### config.mk
export PLATFORM = sky130hd
export DESIGN_NAME = hack_boot_loader_flat
export DESIGN_NICKNAME = d
export VERILOG_FILES = /design/src/rtl/hack_boot_pkg.sv /design/src/rtl/hack_boot_loader_if.sv /design/src/rtl/hack_boot_timer.sv /design/src/rtl/hack_boot_loader.sv /design/src/flat_wrapper.sv
export SDC_FILE = /design/constraint.sdc
export NUM_CORES = 1
export LEC_CHECK = 0
export CORE_ASPECT_RATIO = 0.7
export CORE_UTILIZATION = 55
export DETAILED_ROUTE_END_ITERATION = 10
export DONT_BUFFER_PORTS = 1
export PLACE_DENSITY = 0.72
export SYNTH_ARGS = -nofsm -noshare
export SYNTH_HDL_FRONTEND = slang
export SYNTH_SLANG_ARGS = --single-unit
export TNS_END_PERCENT = 20
### constraint.sdc
create_clock -name clk -period 3.9 [get_ports clk]
set_clock_uncertainty 0.05 [all_clocks]
set_input_delay 0.585 -clock clk [delete_from_list [all_inputs] [get_ports clk]]
set_output_delay 0.585 -clock clk [all_outputs]
set_load 0.03 [all_outputs]
### src/rtl/hack_boot_pkg.sv
// Shared types for the HACK boot loader: FSM states, error codes and
// small state-classification helpers.
package hack_boot_pkg;

    typedef enum logic [3:0] {
        S_LEN_HI  = 4'd0,
        S_LEN_LO  = 4'd1,
        S_DATA_HI = 4'd2,
        S_DATA_LO = 4'd3,
        S_WRITE   = 4'd4,
        S_CSUM_HI = 4'd5,
        S_CSUM_LO = 4'd6,
        S_CHECK   = 4'd7,
        S_RUN     = 4'd8,
        S_ERROR   = 4'd9
    } state_e;

    typedef logic [1:0] err_code_t;

    localparam err_code_t ERR_NONE    = 2'd0;
    localparam err_code_t ERR_LEN     = 2'd1;
    localparam err_code_t ERR_CSUM    = 2'd2;
    localparam err_code_t ERR_TIMEOUT = 2'd3;

    // States in which the loader is willing to take a byte from the stream.
    function automatic logic is_byte_state(input state_e s);
        return s inside {S_LEN_HI, S_LEN_LO, S_DATA_HI, S_DATA_LO, S_CSUM_HI, S_CSUM_LO};
    endfunction

    // Byte states after the first frame byte: only these are bounded by the idle timer.
    function automatic logic is_timed_state(input state_e s);
        return s inside {S_LEN_LO, S_DATA_HI, S_DATA_LO, S_CSUM_HI, S_CSUM_LO};
    endfunction

endpackage

### src/rtl/hack_boot_loader_if.sv
// Byte-stream input and inst_mem write port of the boot loader.
// slave = the loader, master = the byte source / memory side.
interface hack_boot_loader_if;

    logic        rx_valid;
    logic [7:0]  rx_byte;
    logic        rx_ready;
    logic        im_we;
    logic [15:0] im_addr;
    logic [15:0] im_wdata;

    modport slave (
        input  rx_valid,
        input  rx_byte,
        output rx_ready,
        output im_we,
        output im_addr,
        output im_wdata
    );

    modport master (
        output rx_valid,
        output rx_byte,
        input  rx_ready,
        input  im_we,
        input  im_addr,
        input  im_wdata
    );

endinterface

### src/rtl/hack_boot_timer.sv
// Inter-byte idle timer. Down-counter reloaded on clear; expired is raised
// during the TIMEOUT-th consecutive enabled cycle without a clear, so the
// caller can leave on that same clock edge.
module hack_boot_timer #(
    parameter int TIMEOUT = 1000000
) (
    input  logic clk,
    input  logic reset,
    input  logic clear,
    input  logic enable,
    output logic expired
);

    localparam int W = (TIMEOUT > 1) ? $clog2(TIMEOUT) : 1;
    localparam logic [W-1:0] RELOAD = W'(TIMEOUT - 1);

    logic [W-1:0] count_q;

    // Count idle cycles down towards the terminal count, holding at zero.
    always_ff @(posedge clk or negedge reset) begin
        if (!reset) begin
            count_q <= RELOAD;
        end else if (clear) begin
            count_q <= RELOAD;
        end else if (enable && (count_q != '0)) begin
            count_q <= count_q - W'(1);
        end
    end

    assign expired = enable && (count_q == '0);

endmodule

### src/rtl/hack_boot_loader.sv
// HACK program loader: holds the CPU in reset, receives a length-prefixed,
// checksummed big-endian word stream, writes it into inst_mem and releases
// the CPU on a good checksum.
//
// state     | meaning
// ----------+-----------------------------------------------------------
// LEN_HI    | waiting for length high byte (no timeout)
// LEN_LO    | waiting for length low byte; length range check
// DATA_HI   | waiting for high byte of next word
// DATA_LO   | waiting for low byte of next word
// WRITE     | one-cycle inst_mem write of the assembled word
// CSUM_HI   | waiting for checksum high byte
// CSUM_LO   | waiting for checksum low byte
// CHECK     | compare running sum against received checksum
// RUN       | program loaded, CPU released
// ERROR     | load failed, err_code valid, CPU held in reset
module hack_boot_loader
    import hack_boot_pkg::*;
#(
    parameter int ADDR_W  = 15,
    parameter int TIMEOUT = 1000000
) (
    input  logic              clk,
    input  logic              reset,
    input  logic              load_req,
    hack_boot_loader_if.slave bus,
    output logic              cpu_reset,
    output logic              done,
    output logic              err,
    output logic [1:0]        err_code
);

    // Largest legal length is a full memory; 17 bits so ADDR_W=16 still fits.
    localparam logic [16:0] MAX_LEN = 17'(1) << ADDR_W;

    state_e      state_q, state_d;
    err_code_t   err_code_q, err_code_d;
    logic        restart;

    logic        rx_ready_q;
    logic        im_we_q;
    logic [15:0] im_addr_q;
    logic [15:0] im_wdata_q;
    logic        cpu_reset_q;
    logic        done_q;
    logic        err_q;

    logic [7:0]  hi_q;
    logic [15:0] len_q;
    logic [15:0] csum_q;
    logic [15:0] sum_q;
    logic [16:0] index_q;

    logic        accept;
    logic [15:0] byte_pair;
    logic        last_word;
    logic        timer_en;
    logic        timer_clear;
    logic        idle_expired;

    assign accept      = bus.rx_valid && rx_ready_q;
    assign byte_pair   = {hi_q, bus.rx_byte};
    assign last_word   = (index_q + 17'd1) == {1'b0, len_q};
    assign timer_en    = is_timed_state(state_q);
    assign timer_clear = accept || !timer_en;

    hack_boot_timer #(
        .TIMEOUT (TIMEOUT)
    ) u_timer (
        .clk     (clk),
        .reset   (reset),
        .clear   (timer_clear),
        .enable  (timer_en),
        .expired (idle_expired)
    );

    // Next-state and error-code decode; an accepted byte wins over the timer.
    always_comb begin
        state_d    = state_q;
        err_code_d = err_code_q;
        restart    = 1'b0;
        case (state_q)
            S_LEN_HI: begin
                if (accept) state_d = S_LEN_LO;
            end
            S_LEN_LO: begin
                if (accept) begin
                    if ({1'b0, byte_pair} > MAX_LEN) begin
                        state_d    = S_ERROR;
                        err_code_d = ERR_LEN;
                    end else if (byte_pair == 16'd0) begin
                        state_d = S_CSUM_HI;
                    end else begin
                        state_d = S_DATA_HI;
                    end
                end else if (idle_expired) begin
                    state_d    = S_ERROR;
                    err_code_d = ERR_TIMEOUT;
                end
            end
            S_DATA_HI, S_DATA_LO, S_CSUM_HI, S_CSUM_LO: begin
                if (accept) begin
                    case (state_q)
                        S_DATA_HI: state_d = S_DATA_LO;
                        S_DATA_LO: state_d = S_WRITE;
                        S_CSUM_HI: state_d = S_CSUM_LO;
                        default:   state_d = S_CHECK;
                    endcase
                end else if (idle_expired) begin
                    state_d    = S_ERROR;
                    err_code_d = ERR_TIMEOUT;
                end
            end
            S_WRITE: begin
                state_d = last_word ? S_CSUM_HI : S_DATA_HI;
            end
            S_CHECK: begin
                if (sum_q == csum_q) begin
                    state_d = S_RUN;
                end else begin
                    state_d    = S_ERROR;
                    err_code_d = ERR_CSUM;
                end
            end
            S_RUN: begin
                if (load_req) begin
                    state_d = S_LEN_HI;
                    restart = 1'b1;
                end
            end
            S_ERROR: begin
                if (load_req) begin
                    state_d    = S_LEN_HI;
                    err_code_d = ERR_NONE;
                    restart    = 1'b1;
                end
            end
            default: state_d = S_LEN_HI;
        endcase
    end

    // State register plus outputs registered from the next state.
    always_ff @(posedge clk or negedge reset) begin
        if (!reset) begin
            state_q     <= S_LEN_HI;
            err_code_q  <= ERR_NONE;
            rx_ready_q  <= 1'b0;
            im_we_q     <= 1'b0;
            cpu_reset_q <= 1'b1;
            done_q      <= 1'b0;
            err_q       <= 1'b0;
        end else begin
            state_q     <= state_d;
            err_code_q  <= err_code_d;
            rx_ready_q  <= is_byte_state(state_d);
            im_we_q     <= (state_d == S_WRITE);
            cpu_reset_q <= (state_d != S_RUN);
            done_q      <= (state_d == S_RUN);
            err_q       <= (state_d == S_ERROR);
        end
    end

    // Byte capture, word assembly, write address/data, checksum and word index.
    always_ff @(posedge clk or negedge reset) begin
        if (!reset) begin
            hi_q       <= 8'd0;
            len_q      <= 16'd0;
            csum_q     <= 16'd0;
            sum_q      <= 16'd0;
            index_q    <= 17'd0;
            im_addr_q  <= 16'd0;
            im_wdata_q <= 16'd0;
        end else if (restart) begin
            sum_q   <= 16'd0;
            index_q <= 17'd0;
        end else begin
            if (accept) begin
                case (state_q)
                    S_LEN_HI, S_DATA_HI, S_CSUM_HI: hi_q <= bus.rx_byte;
                    S_LEN_LO:  len_q <= byte_pair;
                    S_DATA_LO: begin
                        im_addr_q  <= index_q[15:0];
                        im_wdata_q <= byte_pair;
                        sum_q      <= sum_q + byte_pair;
                    end
                    S_CSUM_LO: csum_q <= byte_pair;
                    default: ;
                endcase
            end
            if (state_q == S_WRITE) index_q <= index_q + 17'd1;
        end
    end

    assign bus.rx_ready = rx_ready_q;
    assign bus.im_we    = im_we_q;
    assign bus.im_addr  = im_addr_q;
    assign bus.im_wdata = im_wdata_q;
    assign cpu_reset    = cpu_reset_q;
    assign done         = done_q;
    assign err          = err_q;
    assign err_code     = err_code_q;

endmodule

### src/flat_wrapper.sv
// flat-port wrapper written by rule: the top's interface ports become plain ports
module hack_boot_loader_flat import hack_boot_pkg::*;
#(
    parameter int ADDR_W  = 15,
    parameter int TIMEOUT = 1000000
)
  (clk, reset, load_req, cpu_reset, done, err, err_code, bus_rx_valid, bus_rx_byte, bus_rx_ready, bus_im_we, bus_im_addr, bus_im_wdata);
  hack_boot_loader_if bus_i ();
  input  logic clk;
  input  logic reset;
  input  logic load_req;
  output logic cpu_reset;
  output logic done;
  output logic err;
  output logic [1:0] err_code;
  input wire logic [$bits(bus_i.rx_valid)-1:0] bus_rx_valid;
  input wire logic [$bits(bus_i.rx_byte)-1:0] bus_rx_byte;
  output wire logic [$bits(bus_i.rx_ready)-1:0] bus_rx_ready;
  output wire logic [$bits(bus_i.im_we)-1:0] bus_im_we;
  output wire logic [$bits(bus_i.im_addr)-1:0] bus_im_addr;
  output wire logic [$bits(bus_i.im_wdata)-1:0] bus_im_wdata;
  assign bus_i.rx_valid = bus_rx_valid;
  assign bus_i.rx_byte = bus_rx_byte;
  assign bus_rx_ready = bus_i.rx_ready;
  assign bus_im_we = bus_i.im_we;
  assign bus_im_addr = bus_i.im_addr;
  assign bus_im_wdata = bus_i.im_wdata;
  hack_boot_loader #(.ADDR_W(ADDR_W), .TIMEOUT(TIMEOUT)) u_core (.clk(clk), .reset(reset), .load_req(load_req), .bus(bus_i), .cpu_reset(cpu_reset), .done(done), .err(err), .err_code(err_code));
endmodule
Yosys cells after proc, flatten, opt, wreduce, memory -nomap -nowiden
Index checks and enable logic that the tools add are counted.
{"block": "totals", "regBits": 136, "elab_cells": 97}
{"block": "op_classes", "n_addsub": 3, "n_eq_ne": 24, "bitwise": 1, "magnitude_cmp": 1, "mux": 27, "n_reduce_logical": 26}
{"operator": "$mux 16", "n": 3}
{"operator": "$mux 20", "n": 2}
{"operator": "$mux 17", "n": 2}
{"operator": "$eq 4x3->1 const B", "n": 7}
{"operator": "$mux 4", "n": 6}
{"operator": "$pmux 4 s6", "n": 1}
{"operator": "$logic_not 20->1", "n": 1}
{"operator": "$reduce_bool 20->1", "n": 1}
{"operator": "$sub 20x1->20 const B", "n": 1}
{"operator": "$add 17x1->17 const B", "n": 1}
{"operator": "$eq 17x16->1", "n": 1}
{"operator": "$add 16x16->16", "n": 1}
{"operator": "$eq 16x16->1", "n": 1}
{"operator": "$eq 4x2->1 const B", "n": 4}
{"operator": "$eq 4x4->1 const B", "n": 4}
{"operator": "$gt 16x16->1 const B", "n": 1}
{"operator": "$logic_not 16->1", "n": 1}
{"operator": "$mux 2", "n": 6}
{"operator": "$reduce_and 3->1", "n": 4}
{"operator": "$pmux 3 s3", "n": 1}
{"operator": "$eq 4x1->1 const B", "n": 2}
{"operator": "$logic_not 4->1", "n": 2}
{"operator": "$pmux 2 s4", "n": 1}
{"operator": "$reduce_bool 2->1", "n": 4}
{"operator": "17 further kinds", "n": 24}

Longest topological paths before layout
Gate-level depths: netlist (run 1).
{"block": "logic_depth", "depth_word": 8, "mapped_depth": 10, "ltp_nobuf": 10}

Modules after synthesis
Synthesis (run 1) repeated with hierarchy kept, for this count alone.
{"block": "unflattened", "hier_cells": 799, "hier_area_um2": 7608.5}
{"mod": "hack_boot_loader", "instances": 1, "area_each_um2": 6377.4, "cells_each": 665}
{"mod": "hack_boot_timer", "instances": 1, "area_each_um2": 1231.2, "cells_each": 134}

Worst setup path after synthesis (run 1)
No wires, ideal clock.
{"block": "synth_timing", "kind": "input to register", "from": "input port bus_rx_byte[2]", "to": "register u_core.csum_q[10]", "slack_ps": 1005, "stages": 7, "arrival_ps": 2720, "required_time_ps": 3725, "path_cell_list": "or4_4 nor4_4 and3_1 a31oi_1 nor4_4 buf_8 mux2_4"}
{"element": "from (decl)", "line_no": "flat_wrapper.sv:17", "rtl": "input wire logic [$bits(bus_i.rx_byte)-1:0] bus_rx_byte;"}
{"element": "to (signal assigned)", "line_no": "hack_boot_loader.sv:186", "rtl": "S_CSUM_LO: csum_q <= byte_pair;"}
{"element": "to (decl)", "line_no": "hack_boot_loader.sv:50", "rtl": "logic [15:0] csum_q;"}

Worst setup path in the final report (run 1)
{"block": "layout_timing", "from": "register u_core.state_q[0]", "to": "register u_core.csum_q[1]"}
{"block": "layout_via", "elab_chain_cells": 5, "elab_cells_between_ends": 7, "classes_between": "eq/ne (3); mux (1); bitwise (1); reduce/logical (2)"}
{"element": "from (decl)", "line_no": "hack_boot_loader.sv:36", "rtl": "state_e state_q, state_d;"}
{"element": "from (signal assigned)", "line_no": "hack_boot_loader.sv:153", "rtl": "state_q <= state_d;"}
{"element": "$eq 4x4->1", "line_no": "hack_boot_loader.sv:82", "rtl": "case (state_q)"}
{"element": "$reduce_or 2->1 (no line)"}
{"element": "$mux 1"}
{"element": "$not 1->1 (no line)"}
{"element": "$reduce_and 3->1 (no line) (*)"}
Every way passes the cells marked *; elsewhere a longest branch is shown, timed or not.
A chain may end at the register's enable or synchronous reset.

==> parameters.txt, run 1 <==
Parameter                              Value

Placement
  Final GP Congestion ... between 0.9 and 1
  I/O Buffers ... 0
  Half-perimeter wire length after placement ... 12900 um
  Total instance count after detailed placement ... roughly 970

Die
  Initial standard-cell utilization of the core ... 0.564
  Core Footprint ... between 0.01 and 0.015 mm2
  Total number of placement rows ... 35
  Chip Width ... about 140 um
  Vertical die dimension ... a little under 100 um
  Total Die Area ... 0.0140 mm2
  Io pins ... between 50 and 60

Status
  Run status ... completed

Flow run
  Max-capacitance violation count ... 0

Global routing
  Wire length of the first global-routing pass ... around 30000 um
  Pin count of the biggest net entering global routing ... 137
  Global-route total usage across every layer ... 0.285
  Initial antenna violation count ... 0
  Global route total overflow ... 0
  Number of global-route vias before repair ... approximately 5800

Routing
  Wire length per cell after detailed routing ... about 19 um
  Post-route ant nets ... 0
  DRC viols ... 0
  Routed length on met3 ... 1550 um
  Highest routed layer ... met4
  Detailed Routing Iterations Pass 1 ... 6
  Drt total wl ... roughly 19000 um
  Post-Route M1 WL ... 8710 um
  Vias after detailed routing ... ~6000
  DR WL met2 ... slightly above 8000 um
  Violation count after the first detailed-routing iteration ... 613
  Vias per cell ... between 6 and 7

Min path
  Type of the tightest min-delay check ... input pin to asynchronous set/reset pin

CTS
  Count of buffers added by post-CTS timing repair for setup ... 0
  Worst-Skew Late Latency ... ~0.42 ns
  Number of buffers on the longest clock path ... 2
  Level count of the clock H-tree ... 4
  Cell at the root of the clock tree ... clkbuf_16
  CTS buffer count ... 17
  Cells resized by post-CTS repair ... 0
  Clock transition at the register clock pins on the worst setup and hold paths after CTS ... 0.06 ns
  Clock tree from TritonCTS ... done
  Clock sink count ... 136

Final layout
  Multi-input gate area in the final layout ... between 0.003 and 0.004 mm2
  Fraction of final layout cells sized beyond drive strength 1 ... 0.111
  Fill cells ... about 1100
  Antenna Cells ... 0
  Final layout net count ... between 800 and 900
  Synth-to-Final Area Change ... 10.5%
  Final instance count without filler cells ... around 1000
  Sequential standard cell area ... about 0.0034 mm2
  Core occupancy in the finished layout ... 0.623

Critical path
  Kind of critical path ... flip-flop to flip-flop
  Crit path max fanout ... 17
  Stages on worst setup path ... 9
  Type of destination of the critical path ... flip-flop
  Maximum cell stage delay along the critical path ... a little under 0.7 ns
  R2R depth ... 9
  Standard cell with the maximum stage delay on the critical path ... dfrtp_1
  Bufs and invs on worst path ... 3
  Required time at the endpoint of the critical path ... just over 4 ns
  CP most frequent cell ... buf_4
  Top cell family by delay on the critical path ... simple AND/OR/NAND/NOR gates
  Endpoint of the lowest-slack register-to-register path ... u_core.csum_q[1]
  Arrival time at the worst endpoint ... 3.48 ns
  R2R setup slack ... around 0.67 ns
  Crit path launch type ... flip-flop
  Cells traversed along the worst timing path ... inv_1, nor3_1, and2_1, buf_4, nand3_1, and4_1, nor4_4, buf_4, mux2_2
  Critical register-to-register path startpoint ... u_core.state_q[0]

STA
  RSZ-0062 raised after global routing ... false
  Final Setup Violations ... 0
  Number of max-slew violations in the final report ... 0
  Total negative slack ... 0 ns
  Crit share post-route ... 0.828
  Transition time at the pin with the least slew margin ... 0.800 ns
  Hold Violations, Final ... 0
  Rel. slew slack ... 0.462
  Final critical-path required period ... between 3 and 4 ns
  Maximum clock frequency ... ~310 MHz

Yosys
  Library cell occupying the most area in the post-synthesis netlist ... dfrtp_1
  Number of instances in the synthesized netlist ... 807
  Sequential element share of the synthesized area ... 0.460
  Post-synthesis net count ... ~840
  Most frequent cell after synthesis ... nand2_1
  Most common flop cell mapped by yosys ... dfrtp_1
  Flip-flop and latch count after synthesis ... approximately 140
  Yosys Warn Count ... 0
  Share of the synthesized area in the top cell type ... 0.414
  Ranking of synthesized cells by area ... dfrtp_1 41%, nand2_1 8.6%, dfstp_2 4.6%, o21ai_0 4.3%, xor2_1 3.5%
  Cell area after synthesis ... roughly 0.0074 mm2
  Number of flops mapped to enable cells by yosys ... 0
  Count of different cell masters after synthesis ... between 60 and 70
  Average cell area after synthesis ... between 9 and 10 um2
  Leading post-synthesis cells by instance count ... 171 x nand2_1, 123 x dfrtp_1, 64 x o21ai_0
  Async S/R FF share, synth ... 1.00

Power
  Static Leakage ... 3.65 nW
  Areal power density over the cells ... around 880 mW/mm2
  Maximum vdd ir drop ... 431 uV
per-layer routing:
layer  global-route usage  vias up
met1                0.410     2925
met3               0.0809       28
met5                    0        -
li1                     -     2815
met4               0.0686        0
met2                0.424      261
power by group:
part	switching, mW	internal, mW
sequential	1.04	1.94
clock	0.593	1.09
combinational	1.47	1.12
worst register-to-register path: cells and delay by family (launching register included):
family	cells	cell delay [ns]
AND/OR/NAND/NOR	5	1.23
multiplexers	1	0.39
flip-flops	1	0.68
buffers and inverters	3	0.77
state kept, by name, indices dropped and copies added, names as in the netlist:
signal / cells
u_core.u_timer.count_q: 20
u_core.index_q: 17
u_core.bus.im_addr: 16
u_core.bus.im_wdata: 16
u_core.csum_q: 16
u_core.len_q: 16
u_core.sum_q: 16
u_core.hi_q: 8
u_core.state_q: 4
u_core.err_code: 2
u_core.bus.im_we: 1
u_core.bus.rx_ready: 1
u_core.cpu_reset: 1
u_core.done: 1
u_core.err: 1
area by class of cell:
class,count,share of cell area
flip-flops and latches,136,0.417
well taps,185,0.0282
clock inverters,9,0.0181
repair buffers,8,0.00976
inverters,24,0.0110
multi-input cells,613,0.460
clock buffers,21,0.0561
how the worst max path moves through the flow:
| stage | startpoint | endpoint | slack (ns) |
|---|---|---|---|
| detailed placement | u_core.state_q[0] | u_core.csum_q[1] | 0.77 |
| finish | u_core.state_q[0] | u_core.csum_q[1] | 0.67 |
| CTS | u_core.state_q[0] | u_core.csum_q[0] | 0.75 |
| global placement | u_core.state_q[0] | u_core.csum_q[3] | 0.95 |
| floorplan | bus_rx_byte[2] | u_core.csum_q[10] | 1.00 |
| global route | u_core.state_q[0] | u_core.csum_q[2] | 0.48 |
placed cells by master (no fill, tap or decap), types with 17 or more instances in the layout:
| cell | n |
|---|---|
| a21oi_1 | 34 |
| clkbuf_16 | 17 |
| dfrtp_1 | 123 |
| ha_1 | 18 |
| inv_1 | 23 |
| mux2_2 | 18 |
| nand2_1 | 171 |
| nor2_1 | 42 |
| o21ai_0 | 64 |
| xnor2_1 | 29 |
| xor2_1 | 30 |
kinds of logic after synthesis:
kind of cell	Yosys count	share of synthesized area
flops	136	0.460
fa+ha+maj	20	0.0344
compound gates	170	0.141
mux	29	0.0488
buf+inv	58	0.0315
simple gates	335	0.214
xor+xnor	59	0.0696
metrics by stage:
| stage | hold slack [ns] | power [mW] | cell area (um2) | setup slack (ns) |
|---|---|---|---|---|
| floorplan | 0.239 | 4.80 | 7430 | 1.00 |
| global placement | 0.243 | 5.39 | 7570 | 0.953 |
| detailed placement | 0.243 | 5.48 | 7570 | 0.767 |
| CTS | 0.136 | 7.24 | 8210 | 0.754 |
| global route | 0.129 | 7.72 | 8210 | 0.483 |
| finish | 0.0556 | 7.25 | 8210 | 0.672 |
timing repair:
item                                   in CTS  in global routing
setup endpoints to repair                   0                  0
hold buffers                                1                  0
endpoints found under the hold margin     136                  0
(Power assumes the default switching activity.)
==> inputs of run 2 (changes only) <==
- ABC_AREA: unset -> 1
- clock period: 3.9 -> 3.2 ns (I/O delays scaled with it)
==> parameters.txt, run 2 <==
Parameter                              Value

STA
  Final critical-path required period ... 2.56 ns
  Hold Violations, Final ... between 100 and 150
  Final Setup Violations ... 0
  Maximum clock frequency ... 391 MHz
  Number of max-slew violations in the final report ... 0
  Total negative slack ... 0 ns
  Rel. slew slack ... 0.425
  Transition time at the pin with the least slew margin ... 0.860 ns
  Final setup slack of the worst path ... approximately 0.64 ns
  Final worst hold slack ... -0.297 ns
  RSZ-0062 raised after global routing ... false
  Crit share post-route ... 0.799

Final layout
  Leading cell type in the layout, fill and taps excluded ... nand2_1
  Antenna Cells ... 0
  Fill cells ... ~1100
  Max reg flops ... 20
  Final instance count without filler cells ... around 1100
  Post-route standard cell area excluding fillers ... between 0.008 and 0.009 mm2
  Core occupancy in the finished layout ... 0.635
  Synth-to-Final Area Change ... 9.87%
  Fraction of final layout cells sized beyond drive strength 1 ... 0.0970
  Largest reg by FF count ... u_core.u_timer.count_q
  Top flop regs ... u_core.u_timer.count_q x20, u_core.index_q x17
  Final layout net count ... slightly below 1000
  Most frequent cells in the layout ... 238 x nand2_1, 123 x dfrtp_1, 111 x o21ai_0, 96 x inv_1, 73 x nor2_1

Critical path
  Required time at the endpoint of the critical path ... 3.45 ns
  Standard cell with the maximum stage delay on the critical path ... fa_1
  Type of destination of the critical path ... flip-flop
  Endpoint of the lowest-slack register-to-register path ... u_core.sum_q[12]
  R2R setup slack ... between 0.6 and 0.7 ns
  CP most frequent cell ... o21ai_0
  R2R depth ... 12
  Crit path max fanout ... 3
  Arrival time at the worst endpoint ... ~2.8 ns
  Top cell family by delay on the critical path ... compound AO/OA/AOI/OAI gates
  Stages on worst setup path ... 12
  Cells traversed along the worst timing path ... ha_1, inv_1, fa_1, nand3b_1, nand2_1, a21oi_1, o21ai_0, a21boi_0, o21ai_0, a21oi_1, o21ai_0, nand2_1
  Kind of critical path ... flip-flop to flip-flop
  Bufs and invs on worst path ... 1
  Maximum cell stage delay along the critical path ... 0.40 ns
  Critical register-to-register path startpoint ... u_core.sum_q[0]
  Crit path launch type ... flip-flop

Routing
  Wire length per cell after detailed routing ... 16.7 um
  Detailed Routing Iterations Pass 1 ... 5
  Violation count after the first detailed-routing iteration ... between 600 and 700
  Vias after detailed routing ... 6213
  Vias per cell ... around 5.6
  Post-route ant nets ... 0
  Drt total wl ... between 15000 and 20000 um
  DRC viols ... 0

CTS
  Worst-Skew Late Latency ... ~0.42 ns
  Level count of the clock H-tree ... 4
  Clock transition at the register clock pins on the worst setup and hold paths after CTS ... 0.06 ns
  CTS buffer count ... 17
  Clock tree from TritonCTS ... done
  Cell at the root of the clock tree ... clkbuf_16
  Number of buffers on the longest clock path ... 2
  Clock sink count ... 136

Global routing
  Number of global-route vias before repair ... 5824
  Global-route total usage across every layer ... 0.289
  Initial antenna violation count ... 0
  Global route total overflow ... 0
  Pin count of the biggest net entering global routing ... about 140
  Wire length of the first global-routing pass ... around 31000 um

Yosys
  Flip-flop and latch count after synthesis ... around 140
  Cell area after synthesis ... about 0.0074 mm2
  Adder-cell share of the synthesized area ... 0.0332
  Ranking of synthesized cells by area ... dfrtp_1 42%, nand2_1 12%, o21ai_0 7.5%, inv_1 4.9%, dfstp_2 4.6%
  Post-synthesis net count ... about 960
  Count of different cell masters after synthesis ... 47
  Async S/R FF share, synth ... 1.00
  Share of the synthesized area in the top cell type ... 0.417
  Complex-gate fraction of the synthesized area ... 0.136
  Most common flop cell mapped by yosys ... dfrtp_1
  Average cell area after synthesis ... ~7.9 um2
  Sequential element share of the synthesized area ... 0.464
  Yosys Warn Count ... 0
  Fraction of synthesized cell area in xor and xnor cells ... 0.0309
  Leading post-synthesis cells by instance count ... 238 x nand2_1, 123 x dfrtp_1, 111 x o21ai_0
  Post-synthesis mux area share ... 0
  Number of flops mapped to enable cells by yosys ... 0
  Largest family of logic cells by synthesized area ... simple AND/OR/NAND/NOR gates
  Area share of and/or/nand/nor cells after synthesis ... 0.270
  Library cell occupying the most area in the post-synthesis netlist ... dfrtp_1
  Most frequent cell after synthesis ... nand2_1
  Number of instances in the synthesized netlist ... ~930

Die
  Total Die Area ... between 0.01 and 0.015 mm2
  Chip Width ... 140 um
  Vertical die dimension ... ~99 um
  Total number of placement rows ... 34
  Initial standard-cell utilization of the core ... 0.578
  Io pins ... slightly above 50
  Core Footprint ... around 0.013 mm2

Placement
  I/O Buffers ... 0
  Final GP Congestion ... 1.00
  Placed Area ... about 0.0075 mm2
  Half-perimeter wire length after placement ... between 10000 and 15000 um
  Total instance count after detailed placement ... approximately 1100
  Worst-case setup slack after placement ... just over 0.6 ns

Power
  Areal power density over the cells ... ~1000 mW/mm2
  Static Leakage ... about 3.8 nW
  Maximum vdd ir drop ... ~730 uV
  Overall power of the completed layout ... a little over 8 mW

Flow run
  Max-capacitance violation count ... 0

Min path
  Type of the tightest min-delay check ... input pin to asynchronous set/reset pin

Status
  Violations in the final reports ... negative hold slack
  Run status ... complete, but fails checks
## run 2: kinds of logic after synthesis
| kind of cell | after synthesis |
|---|---|
| AOI/OAI and AO/OA | 182 |
| xor gates and xnor gates | 26 |
| adders and majority gates | 19 |
| buffers and inverters | 127 |
| DFF | 136 |
| and+or+nand+nor | 443 |
## run 2: layer usage
layer / GRT usage / wire length, um / up-vias
met5: 0 / 0 / -
met3: 0.0845 / 1840 / 22
met4: 0.0913 / 259 / 0
met2: 0.385 / 7240 / 245
li1: - / - / 3080
met1: 0.444 / 9230 / 2866
## run 2: power by group
| group | internal (mW) | switching [mW] |
|---|---|---|
| clock | 1.15 | 0.786 |
| sequential | 2.34 | 1.01 |
| combinational | 1.04 | 1.82 |
| total | 4.54 | 3.61 |
## run 2: worst reg2reg max path: stages, from the launching register on
cell,delay (ns)
dfrtp_1,0.38
ha_1,0.18
inv_1,0.06
fa_1,0.40
nand3b_1,0.17
nand2_1,0.12
a21oi_1,0.09
o21ai_0,0.28
a21boi_0,0.19
o21ai_0,0.24
a21oi_1,0.09
o21ai_0,0.12
nand2_1,0.07
## run 2: layout make-up
cell class / count / area [um2] / share of cell area
sequential: 136 / 3420 / 0.422
timing repair buffer: 6 / 45.0 / 0.00556
clock buffer: 18 / 429 / 0.0530
tap: 162 / 203 / 0.0250
inverter: 104 / 390 / 0.0482
multi-input combinational: 670 / 3470 / 0.428
clock inverter: 14 / 149 / 0.0184
## run 2: how the worst max path moves through the flow
stage                                from          endpoint  slack, ns
final                     u_core.sum_q[0]  u_core.sum_q[12]       0.64
after global routing      u_core.sum_q[0]  u_core.sum_q[12]       0.31
after CTS                 u_core.sum_q[0]  u_core.sum_q[12]       0.66
after detailed placement   bus_rx_byte[0]  u_core.sum_q[12]       0.61
after global placement     bus_rx_byte[0]  u_core.sum_q[12]       0.71
after floorplan            bus_rx_byte[0]  u_core.sum_q[12]       0.90
## run 2: timing repair
item	4_1_cts	5_1_grt
gates resized for setup	0	0
buffers inserted	0	0
endpoints found under the hold margin	136	136
==> inputs of run 3 (changes only) <==
- PLACE_DENSITY: 0.72 -> 0.75
- clock period: 3.2 -> 2.2 ns (I/O delays scaled with it)
==> parameters.txt, run 3 (same netlist as run 2, synthesis figures left out) <==
Parameter                              Value

Critical path
  Kind of critical path ... flip-flop to flip-flop
  Cells traversed along the worst timing path ... buf_6, inv_2, nor2_4, buf_4, nand4_1, nand2_1, nand2_1, nand2_1, nand3_2, nor2_4, nand3_2, nand2_2, nand2_4, nand3_2, nand3_2
  CP most frequent cell ... nand3_2
  Standard cell with the maximum stage delay on the critical path ... dfrtp_1
  Type of destination of the critical path ... flip-flop
  Top cell family by delay on the critical path ... simple AND/OR/NAND/NOR gates
  Crit path launch type ... flip-flop
  Arrival time at the worst endpoint ... 2.47 ns
  Crit path max fanout ... 6
  Bufs and invs on worst path ... 3
  Required time at the endpoint of the critical path ... around 2.5 ns
  R2R depth ... 15
  Stages on worst setup path ... 15
  Maximum cell stage delay along the critical path ... ~0.4 ns

Routing
  Drt total wl ... just under 20000 um
  Vias per cell ... ~5.7
  Violation count after the first detailed-routing iteration ... approximately 520
  Vias after detailed routing ... 6621
  Post-route ant nets ... 0
  DRC viols ... 0
  Detailed Routing Iterations Pass 1 ... 5
  Wire length per cell after detailed routing ... around 17 um

Placement
  Final GP Congestion ... slightly below 1
  I/O Buffers ... 0
  Half-perimeter wire length after placement ... around 14000 um
  Total instance count after detailed placement ... 1122

Status
  Run status ... complete, but fails checks
  Violations in the final reports ... negative hold slack, negative setup slack

Die
  Chip Width ... about 140 um
  Initial standard-cell utilization of the core ... 0.578
  Vertical die dimension ... about 99 um
  Total Die Area ... around 0.014 mm2
  Total number of placement rows ... 34
  Core Footprint ... 0.0128 mm2
  Io pins ... between 50 and 60

Final layout
  Synth-to-Final Area Change ... 18.6%
  Largest reg by FF count ... u_core.u_timer.count_q
  Top flop regs ... u_core.u_timer.count_q x20, u_core.index_q x17
  Fraction of final layout cells sized beyond drive strength 1 ... 0.179
  Final instance count without filler cells ... ~1200
  Leading cell type in the layout, fill and taps excluded ... nand2_1
  Most frequent cells in the layout ... 228 x nand2_1, 121 x dfrtp_1, 107 x o21ai_0, 94 x inv_1, 65 x nor2_1
  Max reg flops ... 20
  Final layout net count ... a little over 1000
  Antenna Cells ... 0
  Core occupancy in the finished layout ... 0.685

Min path
  Type of the tightest min-delay check ... input pin to asynchronous set/reset pin

CTS
  Worst-Skew Late Latency ... 0.43 ns
  Clock sink count ... between 100 and 150
  Cell at the root of the clock tree ... clkbuf_16
  Clock transition at the register clock pins on the worst setup and hold paths after CTS ... ~0.06 ns
  Level count of the clock H-tree ... 4
  Clock tree from TritonCTS ... done
  Number of buffers on the longest clock path ... 2
  CTS buffer count ... 17

STA
  Rel. slew slack ... 0.634
  Crit share post-route ... 1.01
  Transition time at the pin with the least slew margin ... 0.548 ns
  Final worst hold slack ... -0.449 ns
  RSZ-0062 raised after global routing ... true
  Maximum clock frequency ... around 450 MHz
  Hold Violations, Final ... between 100 and 150
  Final critical-path required period ... around 2.2 ns
  Number of max-slew violations in the final report ... 0
  Final setup slack of the worst path ... -0.0137 ns
  Final Setup Violations ... 1
  Total negative slack ... -0.0137 ns

Global routing
  Global-route total usage across every layer ... 0.296
  Initial antenna violation count ... 0
  Pin count of the biggest net entering global routing ... around 140
  Global route total overflow ... 0
  Wire length of the first global-routing pass ... around 31000 um
  Number of global-route vias before repair ... between 5000 and 6000

Flow run
  Max-capacitance violation count ... 0

Power
  Static Leakage ... ~4.1 nW
  Areal power density over the cells ... 1490 mW/mm2
  Overall power of the completed layout ... around 13 mW
  Maximum vdd ir drop ... about 800 uV
[run 3: cell types whose count changed in the layout (fill, tap and decap cells not counted), moves of 5 or more]
cell	previous run	this run
buf_4	6	55
nand2_1	238	228
nor2_1	73	65
nand2_2	6	15
nand3_1	52	47
nor2_2	7	12
[run 3: cell type report]
class,instances,area [um2]
flip-flops and latches,136,3420
fillers,1022,4010
well taps,162,203
multi-input cells,670,3620
clock buffers,19,433
clock inverters,13,218
inverters,104,390
repair buffers,59,467
[run 3: power breakdown]
part | total, mW | internal (mW) | switching [mW] | leakage, nW
combinational | 4.98 | 2.02 | 2.95 | 2.09
clock | 3.19 | 2.03 | 1.16 | 0.309
sequential | 4.86 | 3.41 | 1.45 | 1.74
total | 13.0 | 7.46 | 5.57 | 4.14
[run 3: timing repair]
item	CTS	global route
resized for setup	17	34
setup buffers	4	5
endpoints found under the hold margin	136	136
pin swaps	11	17
gates cloned	0	0
setup endpoints to repair	5	16
[run 3: final timing paths]
kind                                   startpoint                        end  slack (ns)
worst max-delay path            u_core.index_q[0]        u_core.bus.rx_ready       -0.01
worst min-delay path                        reset  u_core.u_timer.count_q[7]       -0.45
worst max register to register  u_core.index_q[0]        u_core.bus.rx_ready       -0.01
worst min register to register    u_core.len_q[5]            u_core.len_q[5]        0.44
max in group asynchronous                   reset  u_core.u_timer.count_q[0]        2.31
min in group clk                   bus_rx_byte[0]            u_core.sum_q[0]        0.14
[run 3: stage by stage]
stage	setup slack, ns	hold WS (ns)	instance area [um2]
final	-0.0137	-0.449	8750
after detailed placement	-0.169	-0.0112	7860
after floorplan	0.00690	-0.0156	7380
after CTS	0.00587	-0.460	8610
after global placement	-0.0299	-0.0114	7860
after global routing	-0.142	-0.462	8750
[run 3: worst reg2reg max path, cell delays in order (launching register included)]
cell	delay [ns]
dfrtp_1	0.40
buf_6	0.13
inv_2	0.06
nor2_4	0.25
buf_4	0.16
nand4_1	0.10
nand2_1	0.11
nand2_1	0.05
nand2_1	0.07
nand3_2	0.08
nor2_4	0.18
nand3_2	0.12
nand2_2	0.10
nand2_4	0.09
nand3_2	0.09
nand3_2	0.06
[run 3: per-layer routing]
layer  GRT usage  share of wire
met1       0.435           0.46
met3      0.0914          0.099
met4      0.0981          0.017
met2       0.412           0.43
met5           0              0
